`config.mk`:
```
export PLATFORM = sky130hd
export DESIGN_NAME = fetch_decode_stage_flat
export DESIGN_NICKNAME = d
export VERILOG_FILES = /design/src/rtl/cpu_pkg.sv /design/src/rtl/fetch_decode_stage_if.sv /design/src/rtl/sat_counter.sv /design/src/rtl/fetch_decode_stage.sv /design/src/flat_wrapper.sv
export SDC_FILE = /design/constraint.sdc
export NUM_CORES = 1
export LEC_CHECK = 0
export ABC_AREA = 1
export ABC_CLOCK_PERIOD_IN_PS = 5200
export CAP_MARGIN = 20
export CORE_MARGIN = 3
export CORE_UTILIZATION = 40
export DETAILED_ROUTE_END_ITERATION = 12
export PLACE_DENSITY = 0.84
export SETUP_SLACK_MARGIN = 0.02
export SLEW_MARGIN = 20
export SYNTH_ARGS = -nofsm -noshare
export SYNTH_HDL_FRONTEND = slang
export SYNTH_SLANG_ARGS = --single-unit
```
`constraint.sdc`:
```
create_clock -name clk -period 5.2 [get_ports clk]
set_clock_uncertainty 0.1 [all_clocks]
set_input_delay 1.04 -clock clk [delete_from_list [all_inputs] [get_ports clk]]
set_output_delay 1.04 -clock clk [all_outputs]
set_load 0.05 [all_outputs]
```
`src/rtl/cpu_pkg.sv`:
```
// Shared CPU constants: opcodes, instruction field positions, widths and the
// branch-offset helper used by the IF/ID stage.
package cpu_pkg;
  localparam int PC_W  = 7;
  localparam int CNT_W = 8;

  localparam logic [5:0] OP_J   = 6'b000010;
  localparam logic [5:0] OP_BNE = 6'b000101;

  localparam int OP_HI = 31;
  localparam int OP_LO = 26;
  localparam int RS_HI = 25;
  localparam int RS_LO = 21;
  localparam int RT_HI = 20;
  localparam int RT_LO = 16;

  localparam logic [31:0] NOP = 32'h0;

  // PC register adds this to prgCount+1, and prgCount is already pc_out+1
  // while the branch sits in ID, hence the -1.
  function automatic logic [31:0] brOffset(input logic [15:0] imm);
    return {{16{imm[15]}}, imm} - 32'd1;
  endfunction
endpackage

```
`src/rtl/fetch_decode_stage_if.sv`:
```
// Bus between the IF/ID stage and its neighbours: PC register, instruction
// memory and the register file / execute stage.
interface fetch_decode_stage_if;
  logic [cpu_pkg::PC_W-1:0]  prgCount;
  logic [31:0]               instr_in;
  logic                      z;
  logic                      j;
  logic                      br;
  logic [25:0]               jAdx;
  logic [31:0]               brAdx;
  logic [31:0]               instr_out;
  logic [cpu_pkg::PC_W-1:0]  pc_out;
  logic                      valid_out;
  logic [4:0]                rs_out;
  logic [4:0]                rt_out;
  logic [cpu_pkg::CNT_W-1:0] issue_cnt;
  logic [cpu_pkg::CNT_W-1:0] squash_cnt;

  modport master (
    input  prgCount, instr_in, z,
    output j, br, jAdx, brAdx, instr_out, pc_out, valid_out, rs_out, rt_out,
           issue_cnt, squash_cnt
  );
  modport slave (
    output prgCount, instr_in, z,
    input  j, br, jAdx, brAdx, instr_out, pc_out, valid_out, rs_out, rt_out,
           issue_cnt, squash_cnt
  );
endinterface

```
`src/rtl/sat_counter.sv`:
```
// Up-counter that sticks at all-ones instead of wrapping.
module sat_counter #(
  parameter int W = 8
) (
  input  logic         clk,
  input  logic         reset,
  input  logic         inc,
  output logic [W-1:0] count
);
  always_ff @(posedge clk) begin
    if (reset)                          count <= '0;
    else if (inc && count != {W{1'b1}}) count <= count + 1'b1;
  end
endmodule

```
`src/rtl/fetch_decode_stage.sv`:
```
// IF/ID register with jump/branch decode, one-slot squash after a taken
// redirect, and issue/squash statistics.
module fetch_decode_stage
  import cpu_pkg::*;
(
  input  logic                 clk,
  input  logic                 reset,
  fetch_decode_stage_if.master bus
);
  logic isJ, isB, redirect;

  assign isJ = bus.instr_out[OP_HI:OP_LO] == OP_J;
  assign isB = bus.instr_out[OP_HI:OP_LO] == OP_BNE;

  assign bus.j      = bus.valid_out & isJ;
  assign bus.br     = bus.valid_out & isB;
  assign bus.jAdx   = bus.instr_out[RS_HI:0];
  assign bus.brAdx  = brOffset(bus.instr_out[15:0]);
  assign bus.rs_out = bus.instr_out[RS_HI:RS_LO];
  assign bus.rt_out = bus.instr_out[RT_HI:RT_LO];

  // A squashed slot never decodes as j/br, so redirects cannot chain.
  assign redirect = bus.j | (bus.br & ~bus.z);

  // Delay-slot bits still load on a redirect; only valid_out drops.
  always_ff @(posedge clk) begin
    if (reset) begin
      bus.instr_out <= NOP;
      bus.pc_out    <= '0;
      bus.valid_out <= 1'b0;
    end else begin
      bus.instr_out <= bus.instr_in;
      bus.pc_out    <= bus.prgCount;
      bus.valid_out <= ~redirect;
    end
  end

  sat_counter #(.W(CNT_W)) uIssue (
    .clk   (clk),
    .reset (reset),
    .inc   (bus.valid_out),
    .count (bus.issue_cnt)
  );

  sat_counter #(.W(CNT_W)) uSquash (
    .clk   (clk),
    .reset (reset),
    .inc   (redirect),
    .count (bus.squash_cnt)
  );
endmodule

```
`src/flat_wrapper.sv`:
```
// flat-port wrapper written by rule: the top's interface ports become plain ports
module fetch_decode_stage_flat import cpu_pkg::*;
  (clk, reset, bus_prgCount, bus_instr_in, bus_z, bus_j, bus_br, bus_jAdx, bus_brAdx, bus_instr_out, bus_pc_out, bus_valid_out, bus_rs_out, bus_rt_out, bus_issue_cnt, bus_squash_cnt);
  fetch_decode_stage_if bus_i ();
  input  logic clk;
  input  logic reset;
  input wire logic [$bits(bus_i.prgCount)-1:0] bus_prgCount;
  input wire logic [$bits(bus_i.instr_in)-1:0] bus_instr_in;
  input wire logic [$bits(bus_i.z)-1:0] bus_z;
  output wire logic [$bits(bus_i.j)-1:0] bus_j;
  output wire logic [$bits(bus_i.br)-1:0] bus_br;
  output wire logic [$bits(bus_i.jAdx)-1:0] bus_jAdx;
  output wire logic [$bits(bus_i.brAdx)-1:0] bus_brAdx;
  output wire logic [$bits(bus_i.instr_out)-1:0] bus_instr_out;
  output wire logic [$bits(bus_i.pc_out)-1:0] bus_pc_out;
  output wire logic [$bits(bus_i.valid_out)-1:0] bus_valid_out;
  output wire logic [$bits(bus_i.rs_out)-1:0] bus_rs_out;
  output wire logic [$bits(bus_i.rt_out)-1:0] bus_rt_out;
  output wire logic [$bits(bus_i.issue_cnt)-1:0] bus_issue_cnt;
  output wire logic [$bits(bus_i.squash_cnt)-1:0] bus_squash_cnt;
  assign bus_i.prgCount = bus_prgCount;
  assign bus_i.instr_in = bus_instr_in;
  assign bus_i.z = bus_z;
  assign bus_j = bus_i.j;
  assign bus_br = bus_i.br;
  assign bus_jAdx = bus_i.jAdx;
  assign bus_brAdx = bus_i.brAdx;
  assign bus_instr_out = bus_i.instr_out;
  assign bus_pc_out = bus_i.pc_out;
  assign bus_valid_out = bus_i.valid_out;
  assign bus_rs_out = bus_i.rs_out;
  assign bus_rt_out = bus_i.rt_out;
  assign bus_issue_cnt = bus_i.issue_cnt;
  assign bus_squash_cnt = bus_i.squash_cnt;
  fetch_decode_stage u_core (.clk(clk), .reset(reset), .bus(bus_i));
endmodule
```
# == After elaboration in Yosys (flattened, before gate mapping) ==
# Cells that the tools add are included.
# word_totals
ff_bits,56
latch_bits,0
ramBits,0
rom_bits,0
in_bits,42
output_inout_bits,126
wordCells,20
n_memories,0
# op_classes
n_addsub,3
multipliers,0
div,0
n_lt_le_gt_ge,0
n_eq_ne,4
n_shift,0
mux,0
n_bitwise,6
reduce_logical,2
# op_table
cell,count
subtractor 16 x 2 -> 17 bit (second input constant),1
adder 8 x 1 -> 8 bit (second input constant),2
!= test 8 bit (second input constant),2
equality test 6 x 2 -> 1 bit (second input constant),1
equality test 6 x 3 -> 1 bit (second input constant),1
AND 1 bit,3
logical AND 1 bit,2
inverter 1 bit,2
OR 1 bit,1

# == Logic depth before layout (Yosys ltp) ==
# Gate-level depths: netlist of the first run.
# depth
depth_word,5
mapped_depth,10

# == By module ==
# From an unflattened synthesis of the first run, not the netlist that was laid out.
# unflattened
cells_unflattened,435
area_unflattened_um2,2975.4
# modules_own_cells
module,instances,cells_each,area_each_um2,seq_area_each_um2
fetch_decode_stage,1,281,2006.9,800.8
sat_counter,2,77,484.2,160.2

# == Worst setup path before layout of the first run ==
# No wires, ideal clock.
# synth_timing
path_type,register to output
start,reg u_core.bus.instr_out[0]
end,out bus_brAdx[17]
arrival_time_ps,2541
required_time_ps,4060
path_slack_ps,1519
path_stages_with_launch,10
cell_sequence,dfxtp_1 inv_1 ha_1 inv_1 nor2_1 inv_1 nor2_1 nand2_1 nand2_1 buf_4
# synth_via
elab_chain_len,1
# synth_rtl
element,line_no,text
start: declaration,fetch_decode_stage_if.sv:21,"output j, br, jAdx, brAdx, instr_out, pc_out, valid_out, rs_out, rt_out,"
start signal: assignment,fetch_decode_stage.sv:32,bus.instr_out <= bus.instr_in;
subtractor 16 x 2 -> 17 bit,cpu_pkg.sv:22,"return {{16{imm[15]}}, imm} - 32'd1;"
end: declaration,flat_wrapper.sv:13,output wire logic [$bits(bus_i.brAdx)-1:0] bus_brAdx;
# Every way passes these cells.

# == Worst setup path in the final report of the first run ==
# layout_timing
start,reg u_core.bus.instr_out[0]
end,out bus_brAdx[26]
# Same word-level chain as after synthesis.

==> impl_metrics.env, run 1 <==
export IMPL_outcome="complete, no violations"
export IMPL_cts_sinks=56
export IMPL_synth_area_top_cells="dfxtp_1 40%, buf_4 14%, nor2_1 9.7%, inv_1 9.0%, nand2_1 7.4%"
export IMPL_grt_ovfl_total=0
export IMPL_r2r_slack_ps=3640
export IMPL_synth_top_cell_by_area="dfxtp_1"
export IMPL_syn_to_final_growth_pct=53.5
export IMPL_cts_root_buf="clkbuf_8"
export IMPL_multiInputGateArea_um2=986
export IMPL_syn_avg_cell_area_um2=7.23
export IMPL_timing_final_crit_period_ps=3810
export IMPL_start_util_pct=42.6
export IMPL_crit_arrival_ps=2670
export IMPL_yosysUniqueCellTypes=21
export IMPL_diodes=0
export IMPL_hold_buffers=0
export IMPL_drive_above_1_share_pct=4.17
export IMPL_io_pins=168
export IMPL_r2r_end="u_core.uSquash.count[2]"
export IMPL_max_freq_ghz=0.262
export IMPL_num_vias=2560
export IMPL_wl_per_cell_um=12.1
export IMPL_post_place_cells=572
export IMPL_regArea_um2=1120
export IMPL_synth_edf_count=0
export IMPL_report_final_slew_viol_count=0
export IMPL_die_h_um=89.4
export IMPL_vdd_drop_max_mv=0.163
export IMPL_leakage_nw=1.91
export IMPL_viasPerCell=4.41
export IMPL_syn_nets=430
export IMPL_ys_seq_elements=56
export IMPL_syn_area_um2=2790
export IMPL_cts_tree="built"
export IMPL_synth_top_cell_area_share_pct=40.3
export IMPL_cap_violations=0
export IMPL_place_hpwl_um=5750
export IMPL_fin_cells=580
export IMPL_layout_setup_ws_ps=1390
export IMPL_cp_end_kind="primary output"
export IMPL_grt_first_pass_wirelength_um=11000
export IMPL_first_pass_iters=4
export IMPL_reg2reg_depth=7
export IMPL_report_final_hold_viol_count=0
export IMPL_nets=547
export IMPL_cts_setup_buffers=0
export IMPL_worst_setup_path_start_kind="flop"
export IMPL_clkLatencyLatePin_ps=300
export IMPL_tns_ps=0
export IMPL_critPathLaunch="u_core.bus.instr_out[0]"
export IMPL_rsz0062_at_grt="no"
export IMPL_synth_main_ff_cell="dfxtp_1"
export IMPL_async_flop_share_pct=0
export IMPL_ys_warn_count=0
export IMPL_die_x_um=89.4
export IMPL_cts_resized=0
export IMPL_rows=29
export IMPL_path_clk_slew_ps=100
export IMPL_endpoint="bus_brAdx[26]"
export IMPL_tightest_slew_ps=554
export IMPL_pre_cts_ws_ps=1680
export IMPL_timing_rr_start="u_core.uSquash.count[0]"
export IMPL_fin_hold_ws_ps=408
export IMPL_track_usage_pct=17.5
export IMPL_yosysSeqAreaShare_pct=40.3
export IMPL_fill_cells=531
export IMPL_die_area_um2=8000
export IMPL_core_area_um2=6530
export IMPL_drc=0
export IMPL_place_gp_congestion=0.913
export IMPL_ant_nets=0
export IMPL_cts_path_max_buffers=2
export IMPL_wirelength_um=7040
export IMPL_period_share_pct=73.3
export IMPL_path_class="flop to primary output"
export IMPL_grt_max_degree=31
export IMPL_grt_pass1_vias=2422
export IMPL_cp_required_ps=4060
export IMPL_powerDensity_nw_per_um2=277
export IMPL_syn_inst=385
export IMPL_io_buffer_count=167
export IMPL_antenna_found_initial=0
export IMPL_numCtsBuffers=5
export IMPL_maxSlewHeadroom_pct=63.1
export IMPL_min_delay_path_class="flop to flop"
export IMPL_setup_viol=0
export IMPL_final_core_util_pct=65.5
export IMPL_cp_max_fo=16
export IMPL_h_tree_depth=2
export IMPL_drt_iter0_drc=65
synthesized netlist by cell type, drive strengths merged, types with 3 or more instances:
cell,count
nor3,5
inv,69
nand3,18
ha,3
nor2,74
nand2,60
o21ai,4
xor2,19
dfxtp,56
buf,52
a21oi,15
clkbuf,6
cell type report:
class	count	share of cell area, %
Clock inverter	3	1.61
Multi-Input combinational cell	202	23.1
Sequential cell	56	26.2
Clock buffer	5	1.61
Timing Repair Buffer	168	39.1
Tap cell	77	2.25
Inverter	69	6.11
worst min path at each step:
stage / start / end / slack, ps / depth (start not counted)
floorplan: u_core.uSquash.count[3] / u_core.uSquash.count[3] / 600 / 2
detailed placement: u_core.uSquash.count[3] / u_core.uSquash.count[3] / 400 / 2
global placement: u_core.uSquash.count[3] / u_core.uSquash.count[3] / 390 / 2
CTS: u_core.uSquash.count[3] / u_core.uSquash.count[3] / 410 / 2
finish: u_core.uSquash.count[3] / u_core.uSquash.count[3] / 410 / 2
global route: u_core.uSquash.count[3] / u_core.uSquash.count[3] / 430 / 2
registers in the layout (all words and copies together), names as in the netlist:
signal and cells:
u_core.bus.instr_out 32, u_core.bus.pc_out 7, u_core.bus.valid_out 1, u_core.uIssue.count 8
u_core.uSquash.count 8
where the power goes:
part,total [mW],leakage (nW),internal (mW),switching [mW]
clock,0.333,0.0687,0.194,0.140
sequential,0.465,0.463,0.447,0.0177
combinational,0.385,1.38,0.131,0.254
cells by family after synthesis:
family	after synthesis	synth area share (%)
AND/OR/NAND/NOR	159	23.9
adder cells (fa/ha/maj)	3	1.35
AO/OA/AOI/OAI	19	3.55
buffers and inverters	127	24.3
XOR/XNOR	21	6.60
flip-flops	56	40.3
worst max-delay path, stage by stage (launching register included):
cell and delay [ps]:
dfxtp_1 330, inv_1 110, ha_1 190, inv_1 70, nor2_1 170, inv_1 70
nor2_1 150, nand2_1 70, nand2_1 310, clkdlybuf4s50_1 890
stage by stage:
stage | area (µm²) | total power [mW]
finish | 4280 | 1.18
detailed placement | 4140 | 0.863
global placement | 4140 | 0.857
floorplan | 2790 | 0.744
CTS | 4280 | 1.20
global route | 4280 | 1.23
cells in the final DEF (no fill, tap or decap), drive strengths merged, types with 2 or more instances in the layout:
| cell type | count |
|---|---|
| nor3 | 5 |
| bufinv | 2 |
| xnor2 | 2 |
| xor2 | 19 |
| dfxtp | 56 |
| clkdlybuf4s50 | 166 |
| clkbuf | 5 |
| inv | 70 |
| buf | 2 |
| ha | 3 |
| nand3 | 18 |
| nor2 | 74 |
| nand2 | 60 |
| a21oi | 15 |
| o21ai | 4 |
metal layers:
layer / GRT usage (%) / vias up / wire length, µm
met2: 32.5 / 120 / 3580
met3: 7.00 / 7 / 794
li1: - / 1316 / -
met4: 4.60 / 0 / 67
met5: 0 / - / 0
met1: 18.3 / 1117 / 2600
No activity file was read; power rests on OpenSTA's default activity.
==> inputs of run 2 (changes only) <==
--- a/config.mk
+++ b/config.mk
@@ -6,12 +6,12 @@
 export NUM_CORES = 1
 export LEC_CHECK = 0
 export ABC_AREA = 1
-export ABC_CLOCK_PERIOD_IN_PS = 5200
+export ABC_CLOCK_PERIOD_IN_PS = 3500
 export CAP_MARGIN = 20
 export CORE_MARGIN = 3
-export CORE_UTILIZATION = 40
+export CORE_UTILIZATION = 34
 export DETAILED_ROUTE_END_ITERATION = 12
-export PLACE_DENSITY = 0.84
+export PLACE_DENSITY = 0.76
 export SETUP_SLACK_MARGIN = 0.02
 export SLEW_MARGIN = 20
 export SYNTH_ARGS = -nofsm -noshare
==> constraint.sdc (replaced) <==
create_clock -name clk -period 3.5 [get_ports clk]
set_clock_uncertainty 0.1 [all_clocks]
set_input_delay 0.7 -clock clk [delete_from_list [all_inputs] [get_ports clk]]
set_output_delay 0.7 -clock clk [all_outputs]
set_load 0.05 [all_outputs]
==> impl_metrics.env, run 2 (same netlist as run 1, synthesis figures left out) <==
export IMPL_reg_top3="u_core.bus.instr_out (32), u_core.uIssue.count (8), u_core.uSquash.count (8)"
export IMPL_cap_violations=0
export IMPL_syn_to_final_growth_pct=54.2
export IMPL_start_util_pct=35.5
export IMPL_viasPerCell=4.32
export IMPL_cts_root_buf="clkbuf_8"
export IMPL_drive_above_1_share_pct=4.17
export IMPL_num_vias=2614
export IMPL_cts_setup_buffers=0
export IMPL_io_buffer_count=167
export IMPL_h_tree_depth=2
export IMPL_tightest_slew_ps=545
export IMPL_worst_setup_path_start_kind="flop"
export IMPL_powerDensity_nw_per_um2=380
export IMPL_reg2reg_depth=7
export IMPL_whs_endpoint="u_core.uSquash.count[3]"
export IMPL_crit_arrival_ps=2360
export IMPL_die_h_um=96.5
export IMPL_hold_buffers=0
export IMPL_wirelength_um=7370
export IMPL_drc=0
export IMPL_layout_commonest_cell="clkdlybuf4s50_1"
export IMPL_vdd_drop_max_mv=0.215
export IMPL_finish_instance_area_um2=4290
export IMPL_timing_final_crit_period_ps=3160
export IMPL_report_final_hold_viol_count=0
export IMPL_cp_required_ps=2700
export IMPL_min_delay_path_class="flop to flop"
export IMPL_diodes=0
export IMPL_final_cell_mix="149 x clkdlybuf4s50_1, 72 x nor2_1, 67 x inv_1"
export IMPL_drt_iter0_drc=51
export IMPL_leakage_nw=2.07
export IMPL_r2r_end="u_core.uSquash.count[7]"
export IMPL_largest_register="u_core.bus.instr_out"
export IMPL_timing_rr_start="u_core.uSquash.count[0]"
export IMPL_rsz0062_at_grt="no"
export IMPL_hold_path_startpoint="u_core.uSquash.count[3]"
export IMPL_final_core_util_pct=54.7
export IMPL_core_area_um2=7850
export IMPL_maxSlewHeadroom_pct=63.6
export IMPL_report_final_slew_viol_count=0
export IMPL_grt_ovfl_total=0
export IMPL_path_class="flop to primary output"
export IMPL_fin_cells=605
export IMPL_track_usage_pct=15.1
export IMPL_cp_max_fo=4
export IMPL_cts_resized=6
export IMPL_cp_end_kind="primary output"
export IMPL_nets=548
export IMPL_post_place_cells=598
export IMPL_place_gp_congestion=0.784
export IMPL_die_area_um2=9310
export IMPL_clkLatencyLatePin_ps=300
export IMPL_cts_sinks=56
export IMPL_largest_reg_flops=32
export IMPL_cts_tree="built"
export IMPL_tns_ps=0
export IMPL_antenna_found_initial=0
export IMPL_fill_cells=752
export IMPL_dpl_cell_area_um2=4180
export IMPL_place_hpwl_um=6030
export IMPL_r2r_slack_ps=1930
export IMPL_first_pass_iters=4
export IMPL_hold_path_depth=2
export IMPL_grt_max_degree=36
export IMPL_rows=32
export IMPL_path_clk_slew_ps=90
export IMPL_die_x_um=96.5
export IMPL_cts_path_max_buffers=2
export IMPL_grt_pass1_vias=2479
export IMPL_wl_per_cell_um=12.2
export IMPL_period_share_pct=90.3
export IMPL_max_freq_ghz=0.317
export IMPL_numCtsBuffers=5
export IMPL_io_pins=168
export IMPL_grt_first_pass_wirelength_um=11100
export IMPL_ant_nets=0
export IMPL_setup_viol=0
export IMPL_outcome="complete, no violations"
## run 2: cell count changes in the layout (fill, tap and decap cells not counted), sizes merged
cell / change
clkdlybuf4s50: -17
dlymetal6s2s: +11
clkbuf: +2
dlygate4sd2: +6
bufinv: -2
buf: +1
inv: -1
## run 2: worst max-delay path, stage by stage, from the launching register on
cell and delay (ps):
dfxtp_1 330, inv_1 110, ha_1 190, inv_1 70, nor2_1 160, inv_1 80
nor2_1 150, xor2_1 160, clkdlybuf4s50_1 820
## run 2: power by group
part	internal, mW	switching, mW
Sequential	0.665	0.0261
Combinational	0.192	0.378
Clock	0.177	0.193
## run 2: worst max-delay path by stage
stage                                        from            end  slack (ps)  cells past startpoint
after CTS                 u_core.bus.instr_out[0]  bus_brAdx[29]          20                      9
after detailed placement  u_core.bus.instr_out[0]  bus_brAdx[17]         320                      9
after floorplan           u_core.bus.instr_out[0]  bus_brAdx[17]         160                      9
final                     u_core.bus.instr_out[0]   bus_brAdx[8]         340                      8
after global placement    u_core.bus.instr_out[0]  bus_brAdx[18]         390                      9
after global routing      u_core.bus.instr_out[0]  bus_brAdx[31]          60                      9
## run 2: metrics by stage
step | hold WS, ps | power [mW] | setup slack (ps)
final | 406 | 1.63 | 341
after global routing | 449 | 1.70 | 63.9
after CTS | 413 | 1.66 | 23.4
after detailed placement | 396 | 1.28 | 320
after global placement | 381 | 1.28 | 386
after floorplan | 603 | 1.11 | 159
## run 2: cell type report
class                           count  area (µm²)  share of cell area, %
Tap cell                          102         128                   2.97
Sequential cell                    56        1120                   26.1
Multi-Input combinational cell    202         986                   23.0
Timing Repair Buffer              169        1700                   39.6
Inverter                           69         262                   6.09
Clock buffer                        7        96.3                   2.24
## run 2: layer usage
layer / part of all wire (%) / track usage, % / wire length, µm
met1: 35 / 14.2 / 2580
met2: 53 / 30.9 / 3910
met3: 11 / 5.03 / 818
met4: 0.87 / 3.27 / 64
met5: 0 / 0 / 0
==> inputs of run 3 (changes only) <==
--- a/config.mk
+++ b/config.mk
@@ -8,7 +8,7 @@
 export ABC_AREA = 1
 export ABC_CLOCK_PERIOD_IN_PS = 3500
 export CAP_MARGIN = 20
-export CORE_MARGIN = 3
+export CORE_MARGIN = 2
 export CORE_UTILIZATION = 34
 export DETAILED_ROUTE_END_ITERATION = 12
 export PLACE_DENSITY = 0.76
==> impl_metrics.env, run 3 (same netlist as run 1, synthesis figures left out) <==
export IMPL_cts_path_max_buffers=2
export IMPL_grt_first_pass_wirelength_um=10700
export IMPL_ant_nets=0
export IMPL_outcome="complete, no violations"
export IMPL_antenna_found_initial=0
export IMPL_report_final_hold_viol_count=0
export IMPL_fin_total_pwr_mw=1.67
export IMPL_num_vias=2579
export IMPL_pre_cts_ws_ps=283
export IMPL_multiInputGateArea_um2=986
export IMPL_layout_commonest_cell="clkdlybuf4s50_1"
export IMPL_worst_setup_path_start_kind="flop"
export IMPL_cts_sinks=56
export IMPL_leakage_nw=1.96
export IMPL_crit_arrival_ps=2490
export IMPL_cp_max_fo=4
export IMPL_final_cell_mix="149 x clkdlybuf4s50_1, 72 x nor2_1, 67 x inv_1"
export IMPL_maxSlewHeadroom_pct=64.3
export IMPL_first_pass_iters=4
export IMPL_tightest_slew_ps=534
export IMPL_drive_above_1_share_pct=3.98
export IMPL_drc=0
export IMPL_syn_to_final_growth_pct=53.1
export IMPL_report_final_slew_viol_count=0
export IMPL_slowest_stage="clkdlybuf4s50_1"
export IMPL_layout_setup_ws_ps=210
export IMPL_reg2reg_depth=7
export IMPL_core_area_um2=8090
export IMPL_largest_reg_flops=32
export IMPL_clkLatencyLatePin_ps=310
export IMPL_vdd_drop_max_mv=0.184
export IMPL_drt_iter0_drc=45
export IMPL_path_class="flop to primary output"
export IMPL_nets=547
export IMPL_path_clk_slew_ps=100
export IMPL_regArea_um2=1120
export IMPL_grt_pass1_vias=2446
export IMPL_die_x_um=94.5
export IMPL_start_util_pct=34.4
export IMPL_grt_max_degree=28
export IMPL_fill_cells=788
export IMPL_wl_per_cell_um=11.4
export IMPL_diodes=0
export IMPL_grt_ovfl_total=0
export IMPL_cts_tree="built"
export IMPL_wirelength_um=6950
export IMPL_period_share_pct=94.0
export IMPL_viasPerCell=4.24
export IMPL_numCtsBuffers=5
export IMPL_die_area_um2=8930
export IMPL_track_usage_pct=15.0
export IMPL_final_core_util_pct=52.7
export IMPL_io_buffer_count=167
export IMPL_cpMostUsedCell="inv_1"
export IMPL_reg_top3="u_core.bus.instr_out (32), u_core.uIssue.count (8), u_core.uSquash.count (8)"
export IMPL_largest_register="u_core.bus.instr_out"
export IMPL_cp_required_ps=2700
export IMPL_cts_root_buf="clkbuf_8"
export IMPL_tns_ps=0
export IMPL_place_gp_congestion=0.768
export IMPL_cts_setup_buffers=0
export IMPL_max_freq_ghz=0.304
export IMPL_hold_buffers=0
export IMPL_timing_final_crit_period_ps=3290
export IMPL_slowest_delay_ps=820
export IMPL_cp_end_kind="primary output"
export IMPL_powerDensity_nw_per_um2=392
export IMPL_rsz0062_at_grt="no"
export IMPL_min_delay_path_class="flop to flop"
export IMPL_hold_path_depth=2
export IMPL_io_pins=168
export IMPL_cap_violations=0
export IMPL_crit_chain="inv_1, ha_1, inv_1, nor2_1, inv_1, nor3_1, xor2_1, clkdlybuf4s50_1"
export IMPL_fin_cells=608
export IMPL_h_tree_depth=2
export IMPL_rows=33
export IMPL_post_place_cells=600
export IMPL_setup_viol=0
export IMPL_die_h_um=94.5
export IMPL_place_hpwl_um=5560
[run 3: worst paths after layout]
check	startpoint	to	slack (ps)
hold reg to reg	u_core.uSquash.count[3]	u_core.uSquash.count[3]	410
hold / removal	u_core.uSquash.count[3]	u_core.uSquash.count[3]	410
setup / recovery	u_core.bus.instr_out[0]	bus_brAdx[12]	210
setup reg to reg	u_core.uSquash.count[0]	u_core.uSquash.count[5]	1920
[run 3: worst max-delay path: cells and delay by family (launching register included)]
kind          cells  cell delay (ps)
xor+xnor          1              180
fa+ha+maj         1              190
buf+inv           4             1070
flops             1              330
simple gates      2              420
[run 3: repair_timing]
item / CTS / global route
endpoints found under the hold margin: 0 / 0
setup endpoints to repair: 16 / 1
pin swaps: 0 / 0
gates resized for setup: 16 / 1
[run 3: power by group]
group,switching [mW],leakage (nW),internal (mW)
combinational,0.375,1.44,0.187
clock,0.205,0.0552,0.213
sequential,0.0250,0.463,0.665
[run 3: final cells by class]
| class | instances | share of cell area (%) |
|---|---|---|
| flip-flops and latches | 56 | 26.3 |
| repair buffers | 168 | 38.8 |
| inverters | 69 | 6.13 |
| clock inverters | 2 | 0.822 |
| well taps | 105 | 3.08 |
| clock buffers | 6 | 1.70 |
| multi-input cells | 202 | 23.1 |
[run 3: per-layer routing]
metal	track usage (%)	part of all wire (%)
met2	29.9	51
met5	0	0
met4	4.11	0.85
met3	5.19	9.9
met1	14.3	38
[run 3: metrics by stage]
stage | cell area (µm²) | hold slack [ps]
after floorplan | 2790 | 603
after global placement | 4170 | 381
after detailed placement | 4170 | 397
after CTS | 4260 | 414
after global routing | 4260 | 445
final | 4260 | 415
